## config.mk

```make
export PLATFORM = sky130hd
export DESIGN_NAME = mem_access_unit
export DESIGN_NICKNAME = d
export VERILOG_FILES = /design/src/rtl/mem_access_pkg.sv /design/src/rtl/load_formatter.sv /design/src/rtl/mem_access_unit.sv
export SDC_FILE = /design/constraint.sdc
export NUM_CORES = 1
export LEC_CHECK = 0
export CAP_MARGIN = 15
export CORE_MARGIN = 3
export CORE_UTILIZATION = 39
export CTS_BUF_LIST = sky130_fd_sc_hd__clkbuf_4 sky130_fd_sc_hd__clkbuf_8
export CTS_CLUSTER_DIAMETER = 60
export DETAILED_ROUTE_END_ITERATION = 6
export GPL_TIMING_DRIVEN = 0
export PLACE_DENSITY = 0.77
export SYNTH_ARGS = -nofsm -noshare
export SYNTH_HDL_FRONTEND = slang
export SYNTH_SLANG_ARGS = --single-unit
```

## constraint.sdc

```tcl
create_clock -name CLK -period 1.9 [get_ports CLK]
set_clock_uncertainty 0.15 [all_clocks]
set_input_delay 0.57 -clock CLK [delete_from_list [all_inputs] [get_ports CLK]]
set_output_delay 0.57 -clock CLK [all_outputs]
set_load 0.01 [all_outputs]
```

## src/rtl/mem_access_pkg.sv

```systemverilog
// Shared types, funct3 constants and lane helpers for the memory-stage access controller.
package mem_access_pkg;

    typedef enum logic [1:0] {StIdle, StAccess, StDone} state_e;

    typedef enum logic [1:0] {SzByte, SzHalf, SzWord} size_e;

    localparam logic [2:0] F3_LB  = 3'b000;
    localparam logic [2:0] F3_LH  = 3'b001;
    localparam logic [2:0] F3_LW  = 3'b010;
    localparam logic [2:0] F3_LBU = 3'b100;
    localparam logic [2:0] F3_LHU = 3'b101;

    localparam int unsigned RW_STORE_BIT = 3;

    // Unused encodings fall through to a full-word access.
    function automatic size_e access_size(logic [2:0] funct3);
        size_e sz;
        case (funct3)
            F3_LB, F3_LBU: sz = SzByte;
            F3_LH, F3_LHU: sz = SzHalf;
            default:       sz = SzWord;
        endcase
        return sz;
    endfunction

    function automatic logic [3:0] byte_enable(logic [2:0] funct3, logic [1:0] addr_lo);
        logic [3:0] be;
        case (access_size(funct3))
            SzByte:  be = 4'b0001 << addr_lo;
            SzHalf:  be = 4'b0011 << {addr_lo[1], 1'b0};
            default: be = 4'b1111;
        endcase
        return be;
    endfunction

    function automatic logic [31:0] store_lanes(logic [2:0] funct3, logic [31:0] rs2);
        logic [31:0] data;
        case (access_size(funct3))
            SzByte:  data = {4{rs2[7:0]}};
            SzHalf:  data = {2{rs2[15:0]}};
            default: data = rs2;
        endcase
        return data;
    endfunction

    function automatic logic is_misaligned(logic [2:0] funct3, logic [1:0] addr_lo);
        logic mis;
        case (access_size(funct3))
            SzHalf:  mis = addr_lo[0];
            SzWord:  mis = |addr_lo;
            default: mis = 1'b0;
        endcase
        return mis;
    endfunction

endpackage

```

## src/rtl/load_formatter.sv

```systemverilog
// Selects the addressed byte/halfword lane of a read word and sign- or zero-extends it.
module load_formatter
    import mem_access_pkg::*;
(
    input  logic [31:0] read_word_i,
    input  logic [1:0]  addr_lo_i,
    input  logic [2:0]  funct3_i,
    output logic [31:0] load_data_o
);

    logic [7:0]  byte_lane;
    logic [15:0] half_lane;

    always_comb begin
        byte_lane = read_word_i[7:0];
        unique case (addr_lo_i)
            2'd0: byte_lane = read_word_i[7:0];
            2'd1: byte_lane = read_word_i[15:8];
            2'd2: byte_lane = read_word_i[23:16];
            2'd3: byte_lane = read_word_i[31:24];
        endcase

        half_lane = addr_lo_i[1] ? read_word_i[31:16] : read_word_i[15:0];

        case (funct3_i)
            F3_LB:   load_data_o = {{24{byte_lane[7]}}, byte_lane};
            F3_LH:   load_data_o = {{16{half_lane[15]}}, half_lane};
            F3_LBU:  load_data_o = {24'b0, byte_lane};
            F3_LHU:  load_data_o = {16'b0, half_lane};
            default: load_data_o = read_word_i;
        endcase
    end

endmodule

```

## src/rtl/mem_access_unit.sv

```systemverilog
// Memory-stage access controller: issues one byte-enabled request per instruction and stalls
// the pipeline until it completes. Define MEM_MISALIGN_TRAP_EN to flag misaligned accesses.
module mem_access_unit
    import mem_access_pkg::*;
(
    input  logic        CLK,
    input  logic        RESET,
    input  logic [31:0] IN_ALU_RESULT,
    input  logic [31:0] IN_DATA2,
    input  logic        IN_DATAMEMSEL,
    input  logic [3:0]  IN_READ_WRITE,
    input  logic        IN_HOLD,
    input  logic        MEM_BUSYWAIT,
    input  logic [31:0] MEM_READDATA,
    output logic [31:0] MEM_ADDRESS,
    output logic [31:0] MEM_WRITEDATA,
    output logic [3:0]  MEM_BYTE_EN,
    output logic        MEM_READ,
    output logic        MEM_WRITE,
    output logic        BUSYWAIT,
    output logic [31:0] OUT_LOAD_DATA
`ifdef MEM_MISALIGN_TRAP_EN
    ,
    output logic        OUT_MISALIGNED
`endif
);

    state_e      state_q, state_d;
    logic [31:0] addr_q, addr_d;
    logic [31:0] wdata_q, wdata_d;
    logic [3:0]  be_q, be_d;
    logic        read_q, read_d;
    logic        write_q, write_d;
    logic [31:0] load_q, load_d;
    logic [2:0]  funct3_q, funct3_d;
    logic [1:0]  addr_lo_q, addr_lo_d;

    logic [2:0]  in_funct3;
    logic        in_store;
    logic [31:0] fmt_data;
    logic        trap_hit;

    assign in_funct3 = IN_READ_WRITE[2:0];
    assign in_store  = IN_READ_WRITE[RW_STORE_BIT];

`ifdef MEM_MISALIGN_TRAP_EN
    logic misaligned_q, misaligned_d;

    assign trap_hit       = is_misaligned(in_funct3, IN_ALU_RESULT[1:0]);
    assign OUT_MISALIGNED = misaligned_q;

    always_ff @(posedge CLK) begin
        if (RESET) begin
            misaligned_q <= 1'b0;
        end else begin
            misaligned_q <= misaligned_d;
        end
    end
`else
    assign trap_hit = 1'b0;
`endif

    // Lane info is kept from issue time since MEM_ADDRESS carries no low bits.
    load_formatter u_load_formatter (
        .read_word_i (MEM_READDATA),
        .addr_lo_i   (addr_lo_q),
        .funct3_i    (funct3_q),
        .load_data_o (fmt_data)
    );

    always_comb begin
        state_d   = state_q;
        addr_d    = addr_q;
        wdata_d   = wdata_q;
        be_d      = be_q;
        read_d    = read_q;
        write_d   = write_q;
        load_d    = load_q;
        funct3_d  = funct3_q;
        addr_lo_d = addr_lo_q;
        BUSYWAIT  = 1'b0;
`ifdef MEM_MISALIGN_TRAP_EN
        misaligned_d = 1'b0;
`endif

        unique case (state_q)
            StIdle: begin
                if (IN_DATAMEMSEL) begin
                    BUSYWAIT = 1'b1;
                    if (trap_hit) begin
                        state_d = StDone;
`ifdef MEM_MISALIGN_TRAP_EN
                        misaligned_d = 1'b1;
`endif
                    end else begin
                        addr_d    = {IN_ALU_RESULT[31:2], 2'b00};
                        wdata_d   = store_lanes(in_funct3, IN_DATA2);
                        be_d      = byte_enable(in_funct3, IN_ALU_RESULT[1:0]);
                        read_d    = ~in_store;
                        write_d   = in_store;
                        funct3_d  = in_funct3;
                        addr_lo_d = IN_ALU_RESULT[1:0];
                        state_d   = StAccess;
                    end
                end
            end
            StAccess: begin
                BUSYWAIT = 1'b1;
                if (!MEM_BUSYWAIT) begin
                    read_d  = 1'b0;
                    write_d = 1'b0;
                    if (read_q) begin
                        load_d = fmt_data;
                    end
                    state_d = StDone;
                end
            end
            // Holding here until the pipeline moves keeps one request per instruction.
            StDone: begin
                if (!IN_HOLD) begin
                    state_d = StIdle;
                end
            end
            default: state_d = StIdle;
        endcase
    end

    always_ff @(posedge CLK) begin
        if (RESET) begin
            state_q   <= StIdle;
            addr_q    <= '0;
            wdata_q   <= '0;
            be_q      <= '0;
            read_q    <= 1'b0;
            write_q   <= 1'b0;
            load_q    <= '0;
            funct3_q  <= '0;
            addr_lo_q <= '0;
        end else begin
            state_q   <= state_d;
            addr_q    <= addr_d;
            wdata_q   <= wdata_d;
            be_q      <= be_d;
            read_q    <= read_d;
            write_q   <= write_d;
            load_q    <= load_d;
            funct3_q  <= funct3_d;
            addr_lo_q <= addr_lo_d;
        end
    end

    assign MEM_ADDRESS   = addr_q;
    assign MEM_WRITEDATA = wdata_q;
    assign MEM_BYTE_EN   = be_q;
    assign MEM_READ      = read_q;
    assign MEM_WRITE     = write_q;
    assign OUT_LOAD_DATA = load_q;

endmodule

```

# Word-level counts from Yosys, hierarchy flattened
# Index checks and enable logic that the tools add are counted.
[op_classes] shifts=2 bitwise=2 n_reduce_logical=12 n_eq_ne=15 muxes=19
[ops] op="$pmux W32 S4" count=1
[ops] op="$pmux W32 S2" count=1
[ops] op="$pmux W8 S4" count=1
[ops] op="$mux W16" count=1
[ops] op="$eq A3 B3 Y1 const B" count=4
[ops] op="$mux W2" count=5
[ops] op="$reduce_and A3 Y1" count=3
[ops] op="$pmux W4 S2" count=1
[ops] op="$eq A2 B1 Y1 const B" count=3
[ops] op="$eq A2 B2 Y1 const B" count=3
[ops] op="$eq A3 B1 Y1 const B" count=2
[ops] op="$logic_not A2 Y1" count=3
[ops] op="$logic_not A3 Y1" count=2
[ops] op="$ne A2 B2 Y1 const B" count=3
[ops] op="$pmux W1 S2" count=3
[ops] op="$pmux W2 S3" count=1
[ops] op="$mux W1" count=4
[ops] op="$pmux W2 S2" count=1
[ops] op="$reduce_or A2 Y1" count=2
[ops] op="$shl A1 B2 Y4 const A" count=1
[ops] op="$shl A2 B2 Y4 const A" count=1
[ops] op="$not A1 Y1" count=2
[ops] op="$reduce_and A2 Y1" count=1
[ops] op="$reduce_bool A2 Y1" count=1
[totals] reg_bits=107 inputBits=105 output_inout_bits=103

# Logic depth before layout (Yosys ltp)
# Gate-level depths: netlist (run 1).
[depth] ltp_word=7 depth_mapped=7

# Hierarchy
# A second synthesis (run 1) with hierarchy kept.
[unflattened] cells_unflattened=615 hier_area_um2=4793.3
[modules_own_cells] mod="mem_access_unit" instances=1 cells_per_inst=505 area_per_inst_um2=4144.0 seq_area_each_um2=2142.1
[modules_own_cells] mod="load_formatter" instances=1 cells_per_inst=110 area_per_inst_um2=649.4 seq_area_each_um2=0.0

# Worst setup path before layout (run 1)
# No wires, ideal clock.
[synth_timing] path_type="input -> register" start="input port MEM_READDATA[31]" end="register load_q[16], in the netlist OUT_LOAD_DATA[16]" t_arrival_ns=1.707 stages=5 slack_ns=-0.091 t_required_ns=1.616 setup_ns=0.134 n_path_buf=1 cell_sequence="mux4_2 > or2_4 > a31oi_4 > buf_6 > a211oi_1"
[synth_between] elab_chain_cells=2 word_cells_on_any_way=3
[synth_rtl] element="start, declared" line="mem_access_unit.sv:14" text="input logic [31:0] MEM_READDATA,"
[synth_rtl] element="$pmux W8 S4 / $mux W16 (equally long branches)" line="load_formatter.sv:16, load_formatter.sv:23"
[synth_rtl] element="$pmux W32 S4 *" line="load_formatter.sv:25" text="case (funct3_i)"
[synth_rtl] element="end signal, assigned" line="mem_access_unit.sv:146" text="load_q <= load_d;"
[synth_rtl] element="end, declared" line="mem_access_unit.sv:34" text="logic [31:0] load_q, load_d;"
# Mark *: on every way between the ends. The rest lies on a longest branch, timed or not.
# A chain may end at the register's enable or synchronous reset.

# Final worst setup path (run 1)
[layout_timing] start="input port MEM_READDATA[15]" end="register load_q[30], in the netlist OUT_LOAD_DATA[30]"
# The elaborated chain is that of the path after synthesis.

==> results.toml, run 1 <==
[drt]
wirelength_um = 17200
drtAntennaViolNets = 0
wire_per_inst_um = 18.0
viasPerCell = 5.37
route.detailed.drc = 0
drtIter0Drc = 423
drt-pass1-iter-count = 5
vias = 5120

[synthesis]
synth_edf_count = 0
synth_mux_area_frac = 0.0630
ys_seq_elements = 107
yosysSeqAreaShare = 0.455
synth-adder-area-share = 0
synth_xor_area_frac = 0
synth-async-reset-ratio = 0
synth-simple-area-share = 0.226
yosys_warnings = 0
synthCells = 583
synth-compound-area-share = 0.205
synth_ff_type = "dfxtp_1"
synth_cell_types = 39
synth_top_family_by_area = "simple AND/OR/NAND/NOR gates"
synthesis.area_per_instance_sq_um = 8.08
syn-cell-area_sq_um = 4710

[floorplan]
die_area_sq_um = 13400
initial_core_util = 0.406
rows = 39
pin_count = 208
die_h_um = 116
die_w_um = 116
core-area_sq_um = 11600

[worst_setup_path]
worstRegToRegCells = 5
cp_data_arrival_time_ns = 2.04
critPathKind = "primary input to flip-flop"
cp-endpoint = "OUT_LOAD_DATA[30]"
worstPathRequired_ns = 2.00
path_depth = 6
slowest_stage = "mux4_2"
critPathBufInv = 2
worstReg2RegEnd = "OUT_LOAD_DATA[30]"
setup.worst_path.start_class = "primary input"
regToRegSetupSlack_ns = 0
path_cells = "clkdlybuf4s15_1 > mux4_2 > or2_4 > a31oi_4 > buf_6 > a211oi_2"
path_delay_family = "multiplexers"
slowest_delay_ns = 0.50
cp-startpoint = "MEM_READDATA[15]"
reg2reg_from = "addr_lo_q[1]"
cp-end-kind = "flip-flop"
crit_fanout = 5

[clocking]
numCtsBuffers = 9
cts_sinks = 107
clk_latency_ns = 0.38
path_clk_slew_ns = 0.10
cts_buffer_depth = 2
cts_root_buf = "clkbuf_8"
cts_tree = "yes"
cts.htree.levels = 3

[pwr]
totalPowerFinal_mw = 4.82
leakage_nw = 3.06
vdd_drop_max_mv = 0.541
power_density_nw_per_um2 = 669

[sta]
holdWs_ns = 0.304
worst_pin_slew_ns = 0.562
slew_headroom = 0.626
hold_viol_final = 0
finalSetupViolCount = 10
finalCritPeriodShare = 1.02
rsz0062_at_grt = "yes"
period_minus_slack_ns = 1.93
max_freq_mhz = 517
worst_slack_ns = -0.0326
drv_slew = 0

[grt]
globalRouteTotalUtil = 0.251
busiest_layer = "met2"
grt_use_met1 = 0.280
antenna_found_initial = 0
grt_pass1_wl_um = 26100
grt_pass1_vias = 5082
grt_overflow_total = 0
use_met3 = 0.107
globalRouteMet2Util = 0.435
grt_start_max_net_pins = 18

[place]
place_inst = 930
gp_congestion = 0.880
io_buffer_count = 203
dp_hpwl_um = 13100

[status]
status = "finished, violations left"
violations = "setup timing"

[min_path]
min_path_type = "flip-flop to flip-flop"
hp-start = "MEM_ADDRESS[17]"

[cells_and_area]
final_core_util = 0.621
nNetsFinal = 910
drive_gt1_frac = 0.126
area_growth_syn_to_layout_pct = 53.0
instances_no_fill = 953
n_antenna_cell = 0

[run]
drv_cap = 0
-- cell usage in the layout, fill, tap and decap left out, types with 3 or more instances in the layout --
cell type	instances
o21ai_0	25
nor3_1	6
nor2_1	56
nand2b_1	4
a211oi_1	27
a31o_2	4
clkdlybuf4s50_1	96
clkinv_2	4
a2bb2oi_1	3
clkbuf_2	15
mux2i_1	24
nand3_1	9
nor2b_1	3
clkbuf_8	9
dfxtp_1	103
a311oi_1	8
clkdlybuf4s15_1	3
buf_6	7
a211oi_2	15
buf_4	8
nor4bb_1	4
a21oi_1	65
dlygate4sd2_1	100
nand2_1	139
mux2_2	3
buf_2	14
clkbuf_1	13
nand3b_1	11
-- stage by stage --
step	cell area (sq um)	setup WS, ns	TNS [ns]
after floorplan	4710	-0.0914	-0.913
after global placement	6920	-0.858	-62.68
after detailed placement	6920	-0.882	-64.76
after CTS	7120	-0.0505	-0.481
after global routing	7210	-0.0443	-0.303
final	7210	-0.0326	-0.204
-- where the power goes --
| part | internal, mW | switching [mW] | total, mW | leakage [nW] |
|---|---|---|---|---|
| Clock | 0.472 | 0.812 | 1.28 | 0.0852 |
| Combinational | 0.526 | 0.560 | 1.09 | 2.09 |
| Sequential | 2.37 | 0.0759 | 2.45 | 0.878 |
-- flip-flops by register name, summed over array words and instances, names as in the netlist --
name,count
state_q,2
MEM_READ,1
MEM_ADDRESS,30
addr_lo_q,2
funct3_q,3
MEM_WRITE,1
MEM_WRITEDATA,32
MEM_BYTE_EN,4
OUT_LOAD_DATA,32
-- worst min-delay path by stage --
stage	endpoint	slack (ns)	cells after the start
floorplan	funct3_q[2]	0.30	2
global placement	MEM_ADDRESS[13]	0.29	2
detailed placement	MEM_ADDRESS[10]	0.30	2
CTS	MEM_ADDRESS[17]	0.31	2
global route	MEM_WRITEDATA[29]	0.33	2
finish	MEM_ADDRESS[17]	0.30	2
-- layout make-up --
cell class | instances | area (sq um)
flip-flops and latches | 107 | 2150
well taps | 143 | 179
fillers | 1064 | 4410
clock buffers | 9 | 124
repair buffers | 212 | 1990
plain buffers | 50 | 268
multi-input cells | 424 | 2450
inverters | 1 | 3.75
clock inverters | 7 | 43.8
-- tightest hold or removal path, stage by stage (launching register included) --
cell and delay, ns:
dfxtp_1 0.32, nand2_1 0.05, a21oi_1 0.05
-- repair_timing --
action	4_1_cts	5_1_grt
hold buffers	0	0
pin swaps	3	6
setup buffers	4	4
gates resized for setup	157	26
setup endpoints to repair	205	64
cloned	1	0
-- cells by family after synthesis --
| family | Yosys count |
|---|---|
| flops | 107 |
| buf+inv | 53 |
| compound gates | 153 |
| other cells | 1 |
| mux | 28 |
| simple gates | 241 |
-- Yosys cell counts, types with 5 or more instances --
master    instances  share of area
nand3b_1         11          0.018
buf_2            17          0.018
a21oi_1          65          0.069
nor2_1           56          0.045
a311oi_1          8          0.015
nand3_1           9         0.0096
buf_1             5         0.0040
nor3_1            7         0.0074
dfxtp_1         107           0.45
mux2i_1          24          0.051
a211oi_1         42          0.067
clkbuf_1         26          0.021
o21ai_0          25          0.027
nand2_1         139           0.11
-- per-layer routing --
metal / wire length (um) / part of all wire
met1: 6660 / 0.39
met2: 8460 / 0.49
met3: 1750 / 0.10
met4: 301 / 0.018
met5: 0 / 0
No activity file was read; power rests on OpenSTA's default activity.
==> run 2, diff against run 1 <==
--- a/config.mk
+++ b/config.mk
@@ -6,13 +6,16 @@
 export NUM_CORES = 1
 export LEC_CHECK = 0
 export CAP_MARGIN = 15
+export CELL_PAD_IN_SITES_DETAIL_PLACEMENT = 0
+export CELL_PAD_IN_SITES_GLOBAL_PLACEMENT = 1
 export CORE_MARGIN = 3
-export CORE_UTILIZATION = 39
+export CORE_UTILIZATION = 27
 export CTS_BUF_LIST = sky130_fd_sc_hd__clkbuf_4 sky130_fd_sc_hd__clkbuf_8
 export CTS_CLUSTER_DIAMETER = 60
 export DETAILED_ROUTE_END_ITERATION = 6
 export GPL_TIMING_DRIVEN = 0
-export PLACE_DENSITY = 0.77
+export PLACE_DENSITY = 0.76
 export SYNTH_ARGS = -nofsm -noshare
 export SYNTH_HDL_FRONTEND = slang
+export SYNTH_HIERARCHICAL = 1
 export SYNTH_SLANG_ARGS = --single-unit
==> run 2 against run 1 <==
Non-clock buffer count is 1 lower. Cell count rose by 11%. Largest cell class unchanged. Die area is 44% higher. Core utilization fell by 20 points. Sequential share of layout area fell by 0.49 points. Fmax increased by 1.7%. Largest power group unchanged. Global-route usage decreased by 7.8 points. Critical endpoint is now OUT_LOAD_DATA[31]. The flow now finishes without violations. Critical path depth rose by 3. First-iteration DRC count decreased by 55%. Area after synthesis up 1.8%. Worst hold slack is essentially flat.
==> results.toml, run 2 <==
[status]
status = "finished clean"

[place]
place_area_sq_um = 7100
dp_hpwl_um = 12900
gp_congestion = 0.903
pre_cts_ws_ns = -0.803
io_buffer_count = 202

[worst_setup_path]
path_cells = "dlygate4sd2_1 > mux4_2 > nand3b_4 > o41a_4 > buf_6 > buf_8 > nand2_4 > nand2_4 > a21oi_2"
crit_fanout = 7
worstRegToRegCells = 8
path_common_cell = "nand2_4"
slowest_delay_ns = 0.51
setup.worst_path.start_class = "primary input"
cp_data_arrival_time_ns = 2.00
cp-end-kind = "flip-flop"
worstPathRequired_ns = 2.00
slowest_stage = "mux4_2"
critPathKind = "primary input to flip-flop"

[clocking]
cts_tree = "yes"
cts_sinks = 107
cts_root_buf = "clkbuf_8"
clk_latency_ns = 0.38
cts.htree.levels = 3
cts_hold_buf = 0
numCtsBuffers = 9
path_clk_slew_ns = 0.10
cts_buffer_depth = 2

[drt]
viasPerCell = 4.65
wire_per_inst_um = 16.2
wirelength_um = 17200
route.detailed.drc = 0
drtAntennaViolNets = 0
drtIter0Drc = 190
drt-pass1-iter-count = 4
vias = 4935

[grt]
use_met3 = 0.0457
grt_overflow_total = 0
grt_pass1_wl_um = 26800
grt_use_met1 = 0.231
grt_pass1_vias = 4911
globalRouteMet2Util = 0.276
antenna_found_initial = 0
globalRouteTotalUtil = 0.173
busiest_layer = "met2"
grt_start_max_net_pins = 17

[cells_and_area]
nNetsFinal = 939
area_growth_syn_to_layout_pct = 52.6
final_area_sq_um = 7310
fillCellCount = 1892
n_antenna_cell = 0
layout_commonest_cell = "nand2_1"
layout_common_cells = "nand2_1 (200), dfxtp_1 (104), dlygate4sd2_1 (103)"
drive_gt1_frac = 0.123
final_core_util = 0.421

[synthesis]
synth-async-reset-ratio = 0
syn-cell-area_sq_um = 4790
synthesis.area_per_instance_sq_um = 7.79
yosys_warnings = 6
synthCells = 615
synth_cell_types = 36
ys_seq_elements = 107
synth_largest_area_cell = "dfxtp_1"
synthTopCellsByArea = "dfxtp_1 (45%), nand2_1 (17%), a21oi_1 (9.0%)"
synthMostInstantiatedCell = "nand2_1"
synth_edf_count = 0
synth_common_cells = "nand2_1 (214), dfxtp_1 (107), a21oi_1 (86), nor2_1 (27), clkbuf_1 (21)"
yosysSeqAreaShare = 0.447
yosys.area.top_type_share = 0.447
synth_ff_type = "dfxtp_1"

[sta]
finalSetupViolCount = 0
drv_slew = 0
finalCritPeriodShare = 1.00
worst_slack_ns = 0.000396
period_minus_slack_ns = 1.90
holdWs_ns = 0.304
slew_headroom = 0.596
rsz0062_at_grt = "yes"
max_freq_mhz = 526
hold_viol_final = 0
worst_pin_slew_ns = 0.604

[pwr]
leakage_nw = 3.13
power_density_nw_per_um2 = 692
totalPowerFinal_mw = 5.06
vdd_drop_max_mv = 0.309

[run]
drv_cap = 0

[min_path]
whs_path_depth = 2
min_path_type = "flip-flop to flip-flop"

[floorplan]
die_area_sq_um = 19400
core-area_sq_um = 17400
initial_core_util = 0.276
rows = 48
pin_count = 208
die_w_um = 139
die_h_um = 139
-- run 2: changes by cell type after synthesis, moves of 10 or more --
| cell | delta |
|---|---|
| nor2_1 | -29 |
| mux2i_1 | -14 |
| a22oi_1 | +13 |
| nand3b_1 | -10 |
| a21oi_1 | +21 |
| a211oi_1 | -30 |
| mux2_2 | +11 |
| nand2_1 | +75 |
-- run 2: cell families after synthesis --
kind of cell / share of synthesized area
buf+inv: 0.0676
compound gates: 0.195
simple gates: 0.232
flops: 0.447
other cells: 0.000782
mux: 0.0585
-- run 2: final timing paths --
kind | from | end | slack (ns)
hold / removal | MEM_ADDRESS[17] | MEM_ADDRESS[17] | 0.30
setup reg to reg | addr_lo_q[1] | OUT_LOAD_DATA[31] | 0.03
hold reg to reg | MEM_ADDRESS[17] | MEM_ADDRESS[17] | 0.30
setup / recovery | MEM_READDATA[7] | OUT_LOAD_DATA[31] | 0.0004
-- run 2: routing by layer --
layer,wire length (um),share of wire
met1,7980,0.47
met2,7830,0.46
met3,1060,0.062
met4,298,0.017
met5,0,0
-- run 2: metrics by stage --
| stage | setup TNS (ns) | cells |
|---|---|---|
| after floorplan | -0.713 | 616 |
| after global placement | -40.91 | 1043 |
| after detailed placement | -41.19 | 1043 |
| after CTS | 0 | 1062 |
| after global routing | -0.251 | 1062 |
| final | 0 | 1062 |
-- run 2: report_power, final --
part           internal, mW  switching, mW
Clock                 0.635          0.805
Sequential             2.36         0.0685
Combinational         0.587          0.598
-- run 2: timing repair --
item | CTS | global route
buffers inserted | 4 | 2
pin swaps | 0 | 2
gates cloned | 1 | 0
endpoints found under the hold margin | 0 | 0
gates resized for setup | 118 | 34
endpoints found under the setup margin | 123 | 31
-- run 2: critical path, delay by kind of cell --
family / cells / cell delay, ns
multiplexers: 1 / 0.51
buffers and inverters: 3 / 0.51
AND/OR/NAND/NOR: 3 / 0.22
AO/OA/AOI/OAI: 2 / 0.20
-- run 2: area by class of cell --
type | count | area (sq um) | area share
Sequential cell | 107 | 2150 | 0.294
Buffer | 52 | 320 | 0.0438
Clock buffer | 10 | 138 | 0.0188
Timing Repair Buffer | 209 | 1940 | 0.265
Clock inverter | 4 | 51.3 | 0.00701
Multi-Input combinational cell | 452 | 2420 | 0.331
Tap cell | 225 | 282 | 0.0385
Inverter | 3 | 11.3 | 0.00154
